$ cat config.mk
export PLATFORM = sky130hd
export DESIGN_NAME = text_buffer_arbiter
export DESIGN_NICKNAME = d
export VERILOG_FILES = /design/src/rtl/lcd_text_pkg.sv /design/src/rtl/toggle_synchronizer.sv /design/src/rtl/text_buffer_arbiter.sv
export SDC_FILE = /design/constraint.sdc
export NUM_CORES = 1
export LEC_CHECK = 0
export CORE_ASPECT_RATIO = 1.4
export CORE_MARGIN = 2
export CORE_UTILIZATION = 47
export CTS_BUF_LIST = sky130_fd_sc_hd__clkbuf_8
export CTS_CLUSTER_SIZE = 12
export DETAILED_ROUTE_END_ITERATION = 6
export PLACE_DENSITY = 0.93
export SYNTH_ARGS = -nofsm -noshare
export SYNTH_HDL_FRONTEND = slang
export SYNTH_SLANG_ARGS = --single-unit
$ cat constraint.sdc
create_clock -name clock -period 2.7 [get_ports clock]
set_input_delay 0.405 -clock clock [delete_from_list [all_inputs] [get_ports clock]]
set_output_delay 0.405 -clock clock [all_outputs]
set_load 0.005 [all_outputs]
$ cat src/rtl/lcd_text_pkg.sv
// rtl/lcd_text_pkg.sv - shared constants, field positions and FSM states for the text buffer arbiter
package lcd_text_pkg;

  localparam int DEFAULT_DEPTH      = 2400;
  localparam int DEFAULT_ADDR_WIDTH = 12;
  localparam int DEFAULT_CHAR_WIDTH = 7;

  localparam logic [1:0] OP_NOP     = 2'b00;
  localparam logic [1:0] OP_SETADDR = 2'b01;
  localparam logic [1:0] OP_WRITE   = 2'b10;
  localparam logic [1:0] OP_CLEAR   = 2'b11;

  localparam int CMD_TOGGLE_BIT = 31;
  localparam int CMD_OP_LSB     = 29;
  localparam int CMD_ADDR_LSB   = 16;
  localparam int CMD_CHAR_LSB   = 0;

  localparam int STAT_ACK_BIT   = 31;
  localparam int STAT_BUSY_BIT  = 30;
  localparam int STAT_WADDR_LSB = 0;

  localparam int RESYNC_CYCLES = 3;

  typedef enum logic [1:0] {
    ST_RESYNC = 2'd0,
    ST_IDLE   = 2'd1,
    ST_EXEC   = 2'd2,
    ST_CLEAR  = 2'd3
  } state_e;

endpackage

$ cat src/rtl/toggle_synchronizer.sv
// rtl/toggle_synchronizer.sv - two-flop synchronizer for the HPS command toggle
module toggle_synchronizer (
  input  logic clock,
  input  logic reset,
  input  logic async_in,
  output logic sync_out
);

  logic [1:0] sync_q;
  logic [1:0] sync_d;

  always_comb begin
    sync_d = {sync_q[0], async_in};
  end

  always_ff @(posedge clock or posedge reset) begin
    if (reset) begin
      sync_q <= '0;
    end else begin
      sync_q <= sync_d;
    end
  end

  assign sync_out = sync_q[1];

endmodule

$ cat src/rtl/text_buffer_arbiter.sv
// rtl/text_buffer_arbiter.sv - shares the character RAM between LCD scanout and HPS toggle-handshake writes
module text_buffer_arbiter
  import lcd_text_pkg::*;
#(
  parameter int DEPTH      = DEFAULT_DEPTH,
  parameter int ADDR_WIDTH = DEFAULT_ADDR_WIDTH,
  parameter int CHAR_WIDTH = DEFAULT_CHAR_WIDTH
) (
  input  logic                  clock,
  input  logic                  reset,
  input  logic                  scan_req,
  input  logic [ADDR_WIDTH-1:0] scan_addr,
  output logic [CHAR_WIDTH-1:0] scan_data,
  output logic                  scan_valid,
  input  logic [31:0]           gp_cmd,
  output logic [31:0]           gp_status,
  output logic [ADDR_WIDTH-1:0] ram_addr,
  output logic                  ram_we,
  output logic [CHAR_WIDTH-1:0] ram_wdata,
  input  logic [CHAR_WIDTH-1:0] ram_rdata
);

  localparam logic [ADDR_WIDTH-1:0] LAST_ADDR  = ADDR_WIDTH'(DEPTH - 1);
  localparam logic [1:0]            RESYNC_END = 2'(RESYNC_CYCLES - 1);

  state_e                state_q, state_d;
  logic [1:0]            cnt_q, cnt_d;
  logic                  ack_q, ack_d;
  logic [1:0]            op_q, op_d;
  logic [ADDR_WIDTH-1:0] addr_q, addr_d;
  logic [CHAR_WIDTH-1:0] char_q, char_d;
  logic [ADDR_WIDTH-1:0] waddr_q, waddr_d;
  logic [ADDR_WIDTH-1:0] cptr_q, cptr_d;
  logic                  scan_valid_q, scan_valid_d;

  logic                  tog_s;
  logic                  pending;
  logic                  busy;
  logic                  fsm_we;
  logic [ADDR_WIDTH-1:0] fsm_addr;
  logic                  unused_cmd_bits;

  toggle_synchronizer u_tog_sync (
    .clock    (clock),
    .reset    (reset),
    .async_in (gp_cmd[CMD_TOGGLE_BIT]),
    .sync_out (tog_s)
  );

  assign pending = tog_s ^ ack_q;
  assign busy    = (state_q != ST_IDLE) || pending;

  // Fields of gp_cmd that carry no meaning for this block.
  assign unused_cmd_bits = ^{gp_cmd[28], gp_cmd[15:7]};

  always_comb begin
    state_d  = state_q;
    cnt_d    = cnt_q;
    ack_d    = ack_q;
    op_d     = op_q;
    addr_d   = addr_q;
    char_d   = char_q;
    waddr_d  = waddr_q;
    cptr_d   = cptr_q;
    fsm_we   = 1'b0;
    fsm_addr = '0;

    case (state_q)
      // Acking whatever toggle is seen after reset discards a command left over from before it.
      ST_RESYNC: begin
        if (cnt_q == RESYNC_END) begin
          ack_d   = tog_s;
          cnt_d   = '0;
          state_d = ST_IDLE;
        end else begin
          cnt_d = cnt_q + 2'd1;
        end
      end
      ST_IDLE: begin
        if (pending) begin
          op_d    = gp_cmd[CMD_OP_LSB +: 2];
          addr_d  = gp_cmd[CMD_ADDR_LSB +: ADDR_WIDTH];
          char_d  = gp_cmd[CMD_CHAR_LSB +: CHAR_WIDTH];
          state_d = ST_EXEC;
        end
      end
      ST_EXEC: begin
        case (op_q)
          OP_NOP: begin
            ack_d   = tog_s;
            state_d = ST_IDLE;
          end
          OP_SETADDR: begin
            waddr_d = (addr_q <= LAST_ADDR) ? addr_q : '0;
            ack_d   = tog_s;
            state_d = ST_IDLE;
          end
          OP_WRITE: begin
            if (!scan_req) begin
              fsm_we   = 1'b1;
              fsm_addr = waddr_q;
              waddr_d  = (waddr_q == LAST_ADDR) ? '0 : waddr_q + 1'b1;
              ack_d    = tog_s;
              state_d  = ST_IDLE;
            end
          end
          default: begin
            cptr_d  = '0;
            state_d = ST_CLEAR;
          end
        endcase
      end
      ST_CLEAR: begin
        if (!scan_req) begin
          fsm_we   = 1'b1;
          fsm_addr = cptr_q;
          if (cptr_q == LAST_ADDR) begin
            waddr_d = '0;
            ack_d   = tog_s;
            state_d = ST_IDLE;
          end else begin
            cptr_d = cptr_q + 1'b1;
          end
        end
      end
      default: begin
        state_d = ST_RESYNC;
      end
    endcase
  end

  // Scanout owns the port whenever it asks; the FSM only writes in the gaps.
  always_comb begin
    ram_addr  = '0;
    ram_we    = 1'b0;
    ram_wdata = '0;
    if (scan_req) begin
      ram_addr = scan_addr;
    end else if (fsm_we) begin
      ram_addr  = fsm_addr;
      ram_we    = 1'b1;
      ram_wdata = char_q;
    end
  end

  assign scan_valid_d = scan_req;
  assign scan_valid   = scan_valid_q;
  assign scan_data    = scan_valid_q ? ram_rdata : '0;

  always_comb begin
    gp_status                                = '0;
    gp_status[STAT_ACK_BIT]                  = ack_q;
    gp_status[STAT_BUSY_BIT]                 = busy;
    gp_status[STAT_WADDR_LSB +: ADDR_WIDTH]  = waddr_q;
  end

  always_ff @(posedge clock or posedge reset) begin
    if (reset) begin
      state_q      <= ST_RESYNC;
      cnt_q        <= '0;
      ack_q        <= 1'b0;
      op_q         <= OP_NOP;
      addr_q       <= '0;
      char_q       <= '0;
      waddr_q      <= '0;
      cptr_q       <= '0;
      scan_valid_q <= 1'b0;
    end else begin
      state_q      <= state_d;
      cnt_q        <= cnt_d;
      ack_q        <= ack_d;
      op_q         <= op_d;
      addr_q       <= addr_d;
      char_q       <= char_d;
      waddr_q      <= waddr_d;
      cptr_q       <= cptr_d;
      scan_valid_q <= scan_valid_d;
    end
  end

endmodule
==> key figures, run 1 <==
Run status
  • Status: finished clean

Detailed routing
  • Via/cell ratio: 5.69
  • DR pass1 iterations: 4
  • Antenna-violating nets left: 0
  • DRT iter0 DRCs: about 260
  • DR WL/cell: 15.9 um
  • Routed wire length: about 7800 um
  • # DRC: 0
  • Via count: 2805

Pwr
  • Flop pwr share: 0.516
  • Sw power: approximately 0.44 mW
  • Design Power: 1.76 mW
  • Clk pwr share: 0.299
  • Switching Share: 0.252
  • Leakage Power: 1.76 nW
  • Internal Pwr Total: 1.32 mW
  • Comb pwr share: 0.185
  • Worst vdd ir: roughly 0.00033 V
  • Power per cell area: 421 nW/um^2

STA
  • Worst-margin pin slew: between 0.5 and 0.6 ns
  • Setup violators final: 0
  • Worst slew margin: 0.608
  • Final min period: 2.58 ns
  • Final hold vios: 0
  • Slew Viols, Final: 0
  • Hold_ws: 0.364 ns
  • Highest clock rate: 387 MHz
  • Clock Skews: 0.00736 ns
  • Setup ws final: 0.115 ns
  • Tcrit/Tclk final: 0.957

Run
  • Max-capacitance violation count: 0

Floorplanning
  • Starting Density: 0.483
  • Die H: 101 um
  • Die ar.: 7430 sq um
  • Die X: 73.4 um
  • I/O pins: ~110
  • Core area: 6570 sq um
  • Row count: 35

Worst setup path
  • WS Path Type: reg2out
  • Crit path depth: 7
  • Critical path's largest stage delay: roughly 0.54 ns
  • Kind of cell adding the most delay to the critical path: buffers and inverters
  • Required time of the worst setup path: 2.30 ns
  • Setup crit start kind: register
  • Crit-path cells: inv_1 > ha_1 > and2_4 > buf_6 > a22oi_1 > o21ai_0 > clkdlybuf4s50_1
  • Setup crit start: state_q[0]
  • CP bufs+invs: 3
  • Flop-to-flop setup slack: around 0.37 ns
  • Crit-path max FO: 13
  • CP Capture Type: output pin
  • Reg2Reg Capture Point: waddr_q[9]
  • Arrival time at the worst endpoint: 2.18 ns
  • Worst R2R Path Depth: 8
  • R2r startpoint: state_q[0]
  • Crit path to: ram_addr[5]
  • Slowest-stage cell, CP: clkdlybuf4s50_1

Clocking
  • Largest buffer count on any clock path: 2
  • Clock insertion delay at the later pin of the skew report: 0.31 ns
  • Clk pin slew, worst setup/hold paths: approximately 0.09 ns
  • Post-CTS Hold Fix Bufs: 0
  • H-tree levels: 2
  • CTS Sinks: 53
  • CTS tree: done
  • Num CTS Buffers: 5
  • CTS Root Cell: clkbuf_8

Logic synthesis
  • Post-synth EDFFs: 0
  • Sequential share of the synthesized area: 0.418
  • Synth area leader: dfrtp_1
  • Synth Instances: 330
  • Synthesized area per cell: 9.62 sq um
  • Area contributors post-synth: dfrtp_1 42%, mux2_2 8.2%, buf_4 4.7%
  • Cell variety after synth: roughly 50
  • Simple-gate share of the synthesized area: 0.196
  • Synth warnings: 0
  • Post-Synth XOR/XNOR Area: 0.0331
  • Largest family of logic cells by synthesized area: simple AND/OR/NAND/NOR gates
  • Yosys reg bits: 53
  • Ys async rst share: 1.00
  • Mux cell area share after synthesis: 0.0942
  • Post-synth top area share: 0.418
  • Mapped cell area: 3170 sq um
  • Most used DFF post-synth: dfrtp_1
  • Complex-gate fraction of the synthesized area: 0.146
  • Adder-Cell Fraction of Synth Area: 0.0355

Place
  • PortBufs: 85
  • Placer Congestion: 0.899
  • Post-DP HPWL: 5800 um
  • Dpl cells: between 400 and 500
  • Pre-CTS setup slack: 0.317 ns

GRT
  • Largest net degree at the start of global routing: 30
  • Initial antenna violation count: 0
  • Vias in the first global route: 2719
  • Global Route Usage Sum: 0.216
  • Grt total ovfl: 0
  • First-pass GRT wire length: 12500 um

Cells and area
  • Layout cell share with drive strength beyond 1: 0.126
  • Area Growth Syn to Fin: 31.9%
  • Final Non-Filler Cells: 493
  • Final Core Density: 0.637
  • Diode count: 0
  • Nets: 482

Min path
  • Hold Path Class: reg2reg
metal layers:
metal	track usage	wire length, um
met1	0.244	2830
met2	0.385	4240
met3	0.0537	609
met4	0.0825	151
met5	0	0
how the worst min path moves through the flow:
stage                               startpoint                   end  slack, ns  cells past startpoint
after global placement    u_tog_sync.sync_q[0]  u_tog_sync.sync_q[1]       0.33                      0
after detailed placement  u_tog_sync.sync_q[0]  u_tog_sync.sync_q[1]       0.34                      0
final                     u_tog_sync.sync_q[0]  u_tog_sync.sync_q[1]       0.36                      0
after global routing      u_tog_sync.sync_q[0]  u_tog_sync.sync_q[1]       0.38                      0
after floorplan           u_tog_sync.sync_q[0]  u_tog_sync.sync_q[1]       0.33                      0
after CTS                 u_tog_sync.sync_q[0]  u_tog_sync.sync_q[1]       0.37                      0
area by class of cell:
class                           instances  area, sq um
Tap cell                               74         92.6
Multi-Input combinational cell        252         1680
Timing Repair Buffer                   96          937
Fill cell                             500         2380
Sequential cell                        53         1330
Inverter                               11         41.3
Clock buffer                            5         68.8
Clock inverter                          2         35.0
cell families (layout without fill, tap and decap cells):
group                    Yosys count  after routing
AND/OR/NAND/NOR                  117            117
AO/OA/AOI/OAI                     69             69
flip-flops                        53             53
buffers and inverters             42            114
multiplexers                      27             27
XOR/XNOR                          12             12
adder cells (fa/ha/maj)            9              9
other                              1             18
power by group through the flow:
stage                     sequential, mW  combinational [mW]  clock (mW)
after CTS                          0.907               0.325       0.530
after detailed placement           0.923               0.323           0
after global routing               0.920               0.362       0.567
after global placement             0.919               0.311           0
final                              0.909               0.326       0.526
after floorplan                    0.905               0.176           0
metrics by stage:
| stage | area [sq um] | setup TNS (ns) |
|---|---|---|
| floorplan | 3240 | 0 |
| CTS | 4160 | -0.00430 |
| global route | 4190 | -0.00635 |
| finish | 4190 | 0 |
| detailed placement | 4050 | 0 |
| global placement | 4050 | 0 |
layout by cell type, fill, tap and decap left out, types with 8 or more instances in the layout:
| cell | instances |
|---|---|
| ha_1 | 8 |
| inv_1 | 10 |
| nand4_1 | 8 |
| buf_4 | 10 |
| nor2_1 | 19 |
| mux2_2 | 23 |
| nand2_1 | 34 |
| dfrtp_1 | 53 |
| xor2_1 | 11 |
| o21ai_0 | 25 |
| and2_1 | 16 |
| nand3_1 | 9 |
| conb_1 | 18 |
| clkdlybuf4s50_1 | 85 |
| a22oi_1 | 15 |
state kept, by name (all words and copies together) (netlist names):
signal             count
ack_q                  1
addr_q                12
char_q                 7
cnt_q                  2
cptr_q                12
op_q                   2
scan_valid             1
state_q                2
u_tog_sync.sync_q      2
waddr_q               12
Yosys cell counts (3+ instances only):
| master | instances |
|---|---|
| mux2i_1 | 4 |
| and3_1 | 6 |
| nand2_1 | 34 |
| nand3_1 | 9 |
| mux2_2 | 23 |
| ha_1 | 9 |
| a221o_1 | 6 |
| xor2_1 | 11 |
| inv_1 | 11 |
| and4_1 | 3 |
| and2_1 | 17 |
| nor3b_1 | 3 |
| nand4_1 | 8 |
| a21oi_1 | 6 |
| o21ai_0 | 25 |
| clkbuf_1 | 8 |
| nand2b_1 | 3 |
| a22oi_1 | 15 |
| dfrtp_1 | 53 |
| nor2_1 | 20 |
| buf_4 | 20 |
what timing repair did:
action	4_1_cts	5_1_grt
setup endpoints to repair	10	19
pin swaps	0	1
endpoints found under the hold margin	0	0
buffers inserted	0	2
gates cloned	0	0
resized for setup	2	5
Note: power is estimated with default switching activity, not from simulation.
==> inputs of run 2 (changes only) <==
CORE_UTILIZATION = 45   (was 47)
CTS_BUF_LIST = unset   (was sky130_fd_sc_hd__clkbuf_8)
PLACE_DENSITY = 0.9   (was 0.93)
==> run 2 against run 1 <==
Net effect: clock power increased by 5.5%; clock skew increased by 0.0016 ns; sequential power about the same; final cell count increased by 3.7%; hold slack got worse by 0.032 ns; sequential share of layout area decreased by 0.20 points; critical path depth unchanged.
==> key figures, run 2 (synthesized netlist as in run 1, its figures left out) <==
Clocking
  • Clock insertion delay at the later pin of the skew report: 0.31 ns
  • Clk pin slew, worst setup/hold paths: 0.09 ns
  • CTS Root Cell: clkbuf_8
  • CTS Sinks: 53
  • Num CTS Buffers: 5
  • CTS tree: done
  • Largest buffer count on any clock path: 2
  • H-tree levels: 2
  • # Post-CTS Setup Buffers: 0

Pwr
  • Internal Pwr Total: 1.35 mW
  • Power per cell area: around 420 nW/um^2
  • Sw power: 0.435 mW
  • Worst vdd ir: approximately 0.00044 V
  • Clk pwr share: 0.311
  • Flop pwr share: 0.510
  • Comb pwr share: 0.179
  • Switching Share: 0.244
  • Leakage Power: between 1.5 and 2 nW

Floorplanning
  • Die X: 75.0 um
  • Core area: 6890 sq um
  • Die ar.: 7750 sq um
  • Die H: 103 um
  • Row count: 36
  • Starting Density: 0.460
  • I/O pins: ~110

Cells and area
  • Layout cell share with drive strength beyond 1: 0.120
  • Nets: ~480
  • Diode count: 0
  • Most frequent cells in the layout: 85 x clkdlybuf4s50_1, 52 x dfrtp_1, 34 x nand2_1, 23 x mux2_2, 21 x o21ai_0
  • Fill cells: 562
  • Area Growth Syn to Fin: 32.8%
  • Most common cell after layout, fill and taps aside: clkdlybuf4s50_1
  • Largest registers: addr_q x12, cptr_q x12, waddr_q x12
  • Design area: 4220 sq um

Place
  • Post-DP HPWL: 5730 um
  • Placer Congestion: roughly 0.9
  • PortBufs: 85
  • Placed cell area: between 4000 and 5000 sq um

Detailed routing
  • Routed wire length: 7810 um
  • DRT iter0 DRCs: approximately 230
  • Via/cell ratio: 5.46
  • # DRC: 0
  • DR pass1 iterations: 4
  • Antenna-violating nets left: 0
  • Via count: roughly 2.8k
  • DR WL/cell: 15.3 um

STA
  • Hold_ws: 0.332 ns
  • Unrepaired setup endpoints after global routing: false
  • Highest clock rate: between 300 and 400 MHz
  • Final min period: around 2.6 ns
  • Setup violators final: 0
  • Final hold vios: 0
  • Slew Viols, Final: 0
  • Total negative slack: 0 ns
  • Tcrit/Tclk final: 0.948
  • Clock Skews: roughly 0.0090 ns

Worst setup path
  • Flop-to-flop setup slack: around 0.43 ns
  • Setup crit start kind: register
  • R2r startpoint: state_q[0]
  • WS Path Type: reg2out
  • Setup crit start: state_q[0]
  • CP Capture Type: output pin
  • Worst R2R Path Depth: 7
  • Crit-path max FO: 13
  • Required time of the worst setup path: 2.30 ns
  • Arrival time at the worst endpoint: 2.16 ns
  • Reg2Reg Capture Point: waddr_q[8]

GRT
  • First-pass GRT wire length: 12400 um
  • Initial antenna violation count: 0
  • Largest net degree at the start of global routing: 45
  • Global Route Usage Sum: 0.207
  • Vias in the first global route: between 2k and 3k
  • Grt total ovfl: 0

Run status
  • Status: finished clean

Run
  • Max-capacitance violation count: 0

Min path
  • Hold Path Class: in2async
==> run 2: cell types whose count changed in the layout (fill, tap and decap cells not counted), moves of 2 or more <==
cell	change
o21ai_1	+4
and2_1	+2
buf_4	-5
o21ai_0	-4
and2_4	-2
==> run 2: final cells by class <==
class	instances	area (sq um)	area share
clock buffers	7	86.3	0.0205
clock inverters	1	30.0	0.00712
inverters	11	41.3	0.00980
multi-input cells	252	1690	0.401
flip-flops and latches	53	1330	0.315
well taps	95	119	0.0282
repair buffers	92	920	0.218
==> run 2: metrics by stage <==
step	setup slack [ns]	cells	power, mW	utilization
3_5_place_dp	0.168	503	1.24	0.591
4_1_cts	0.0237	511	1.80	0.610
3_3_place_gp	0.286	503	1.23	0.591
5_1_grt	0.0176	511	1.88	0.612
2_1_floorplan	0.765	347	1.08	-
6_report	0.140	511	1.78	0.612
==> run 2: timing repair <==
item,4_1_cts,5_1_grt
hold buffers,0,0
setup endpoints to repair,20,19
pin swaps,0,0
resized for setup,3,10
==> run 2: metal layers <==
layer  routed length, um  GRT usage  vias up
met1                3020      0.254     1311
met4                 224     0.0824        0
met2                4020      0.358      153
met5                   0          0        -
li1                    -          -     1309
met3                 556     0.0339       19
==> run 2: worst max-delay path, stage by stage, from the launching register on <==
cell             delay [ns]
dfrtp_2                0.45
inv_2                  0.11
ha_4                   0.18
and2_1                 0.17
buf_6                  0.16
a22oi_1                0.09
o21ai_0                0.17
clkdlybuf4s50_1        0.53
==> run 2: how the worst max path moves through the flow <==
stage / to / depth (start not counted)
2_1_floorplan: ram_addr[10] / 6
3_3_place_gp: ram_wdata[3] / 7
3_5_place_dp: ram_wdata[5] / 7
4_1_cts: ram_addr[6] / 7
5_1_grt: ram_addr[9] / 7
6_report: ram_addr[4] / 7
==> run 2: power by group through the flow <==
stage	registers, mW	clock network, mW	logic, mW
6_report	0.909	0.555	0.320
5_1_grt	0.915	0.605	0.358
4_1_cts	0.907	0.567	0.322
3_5_place_dp	0.923	0	0.320
3_3_place_gp	0.920	0	0.312
2_1_floorplan	0.905	0	0.176
==> inputs of run 3 (changes only) <==
RECOVER_POWER = 50   (was unset)
==> run 3 against run 2 <==
Net effect: largest cell class unchanged; register-to-register slack about the same; sequential power about the same; critical endpoint unchanged; flip-flop and latch count unchanged; clock-buffer cell count unchanged; setup slack about the same; global-route usage unchanged; via count about the same; sequential share of layout area increased by 0.14 points.
==> key figures, run 3 (synthesized netlist as in run 1, its figures left out) <==
Run status
  • Status: finished clean

GRT
  • Initial antenna violation count: 0
  • Vias in the first global route: 2657
  • Largest net degree at the start of global routing: 45
  • First-pass GRT wire length: 12400 um
  • Global Route Usage Sum: 0.207
  • Grt total ovfl: 0

Cells and area
  • Final Non-Filler Cells: about 510
  • Nets: 478
  • Fill cells: roughly 570
  • Largest registers: addr_q x12, cptr_q x12, waddr_q x12
  • Diode count: 0
  • Area Growth Syn to Fin: 32.3%
  • Design area: roughly 4200 sq um
  • Most common cell after layout, fill and taps aside: clkdlybuf4s50_1
  • Layout cell share with drive strength beyond 1: 0.115
  • Most frequent cells in the layout: 82 x clkdlybuf4s50_1, 52 x dfrtp_1, 34 x nand2_1, 23 x mux2_2, 21 x o21ai_0
  • Final Core Density: 0.609

Pwr
  • Power per cell area: 424 nW/um^2
  • Design Power: 1.78 mW
  • Worst vdd ir: 0.000437 V
  • Leakage Power: approximately 1.7 nW

Floorplanning
  • Die ar.: 7750 sq um
  • Starting Density: 0.460
  • Die H: 103 um
  • I/O pins: 114
  • Row count: 36
  • Core area: 6890 sq um
  • Die X: roughly 75 um

STA
  • Highest clock rate: 391 MHz
  • Final hold vios: 0
  • Worst-margin pin slew: around 1.2 ns
  • Total negative slack: 0 ns
  • Tcrit/Tclk final: 0.948
  • Final min period: roughly 2.6 ns
  • Setup violators final: 0
  • Worst slew margin: 0.228
  • Setup ws final: ~0.14 ns
  • Hold_ws: ~0.38 ns
  • Unrepaired setup endpoints after global routing: false
  • Clock Skews: 0.00909 ns
  • Slew Viols, Final: 0

Clocking
  • CTS Sinks: 53
  • CTS tree: done
  • Clock insertion delay at the later pin of the skew report: 0.31 ns
  • # Post-CTS Setup Buffers: 0
  • CTS Root Cell: clkbuf_8
  • Num CTS Buffers: 5
  • Post-CTS Hold Fix Bufs: 0
  • H-tree levels: 2
  • Largest buffer count on any clock path: 2
  • Clk pin slew, worst setup/hold paths: 0.08 ns

Detailed routing
  • DRT iter0 DRCs: around 200
  • Via count: 2790
  • DR pass1 iterations: 4
  • Via/cell ratio: approximately 5.5
  • # DRC: 0
  • Antenna-violating nets left: 0
  • Routed wire length: around 7800 um
  • DR WL/cell: 15.2 um

Worst setup path
  • Critical path's largest stage delay: 0.53 ns
  • Required time of the worst setup path: 2.30 ns
  • Setup crit start: state_q[0]
  • CP Capture Type: output pin
  • Slowest-stage cell, CP: clkdlybuf4s50_1
  • Crit-path max FO: 13
  • Setup crit start kind: register
  • WS Path Type: reg2out
  • Arrival time at the worst endpoint: approximately 2.2 ns
  • Crit-path cells: inv_2 > ha_4 > and2_1 > buf_6 > a22oi_1 > o21ai_0 > clkdlybuf4s50_1
  • R2r startpoint: state_q[0]

Place
  • Placed cell area: 4070 sq um
  • Post-DP HPWL: ~5700 um
  • Pre-CTS setup slack: 0.168 ns
  • Placer Congestion: 0.926
  • PortBufs: 85
  • Dpl cells: 503

Run
  • Max-capacitance violation count: 0

Min path
  • Hold Path Class: reg2reg
  • Hold Path Origin: u_tog_sync.sync_q[0]
==> run 3: changes by cell type in the layout (fill, tap and decap cells not counted) <==
cell             before  now
dlygate4sd3_1         0    3
inv_2                 2    1
buf_4                 5    4
inv_1                 9   10
buf_12                1    0
clkbuf_1              1    2
clkdlybuf4s50_1      85   82
clkbuf_2              0    1
==> run 3: report_power, final <==
part / internal (mW) / switching (mW) / total [mW]
sequential: 0.847 / 0.0618 / 0.909
clock: 0.302 / 0.252 / 0.555
combinational: 0.195 / 0.120 / 0.316
total: 1.34 / 0.435 / 1.78
==> run 3: repair_timing <==
item | 4_1_cts | 5_1_grt
pin swaps | 0 | 0
gates cloned | 0 | 0
resized for setup | 3 | 10
setup endpoints to repair | 20 | 19
==> run 3: per-layer routing <==
layer | vias up | GRT usage | wire, um
li1 | 1308 | - | -
met1 | 1313 | 0.254 | 3030
met2 | 152 | 0.358 | 3990
met3 | 17 | 0.0339 | 519
met4 | 0 | 0.0824 | 221
met5 | - | 0 | 0
==> run 3: area by class of cell <==
cell class	instances	area [sq um]	share of cell area
clock buffer	7	86.3	0.0206
clock inverter	1	30.0	0.00716
inverter	11	41.3	0.00984
multi-input combinational	252	1690	0.403
sequential	53	1330	0.316
tap	95	119	0.0283
timing repair buffer	92	901	0.215
==> run 3: path summary, 6_finish.rpt <==
path / end / slack, ns / depth (start not counted)
min: u_tog_sync.sync_q[1] / 0.38 / 0
max: ram_addr[4] / 0.14 / 7
max reg2reg: waddr_q[8] / 0.43 / 7
max in group asynchronous: state_q[0] / 0.76 / 3
min reg2reg: u_tog_sync.sync_q[1] / 0.38 / 0
min in group asynchronous: char_q[2] / 0.51 / 2
==> run 3: critical path: cells and delay by family (launching register included) <==
family,cells,cell delay (ns)
buffers and inverters,3,0.80
AOI/OAI and AO/OA,2,0.26
and+or+nand+nor,1,0.17
DFF,1,0.45
adders and majority gates,1,0.18
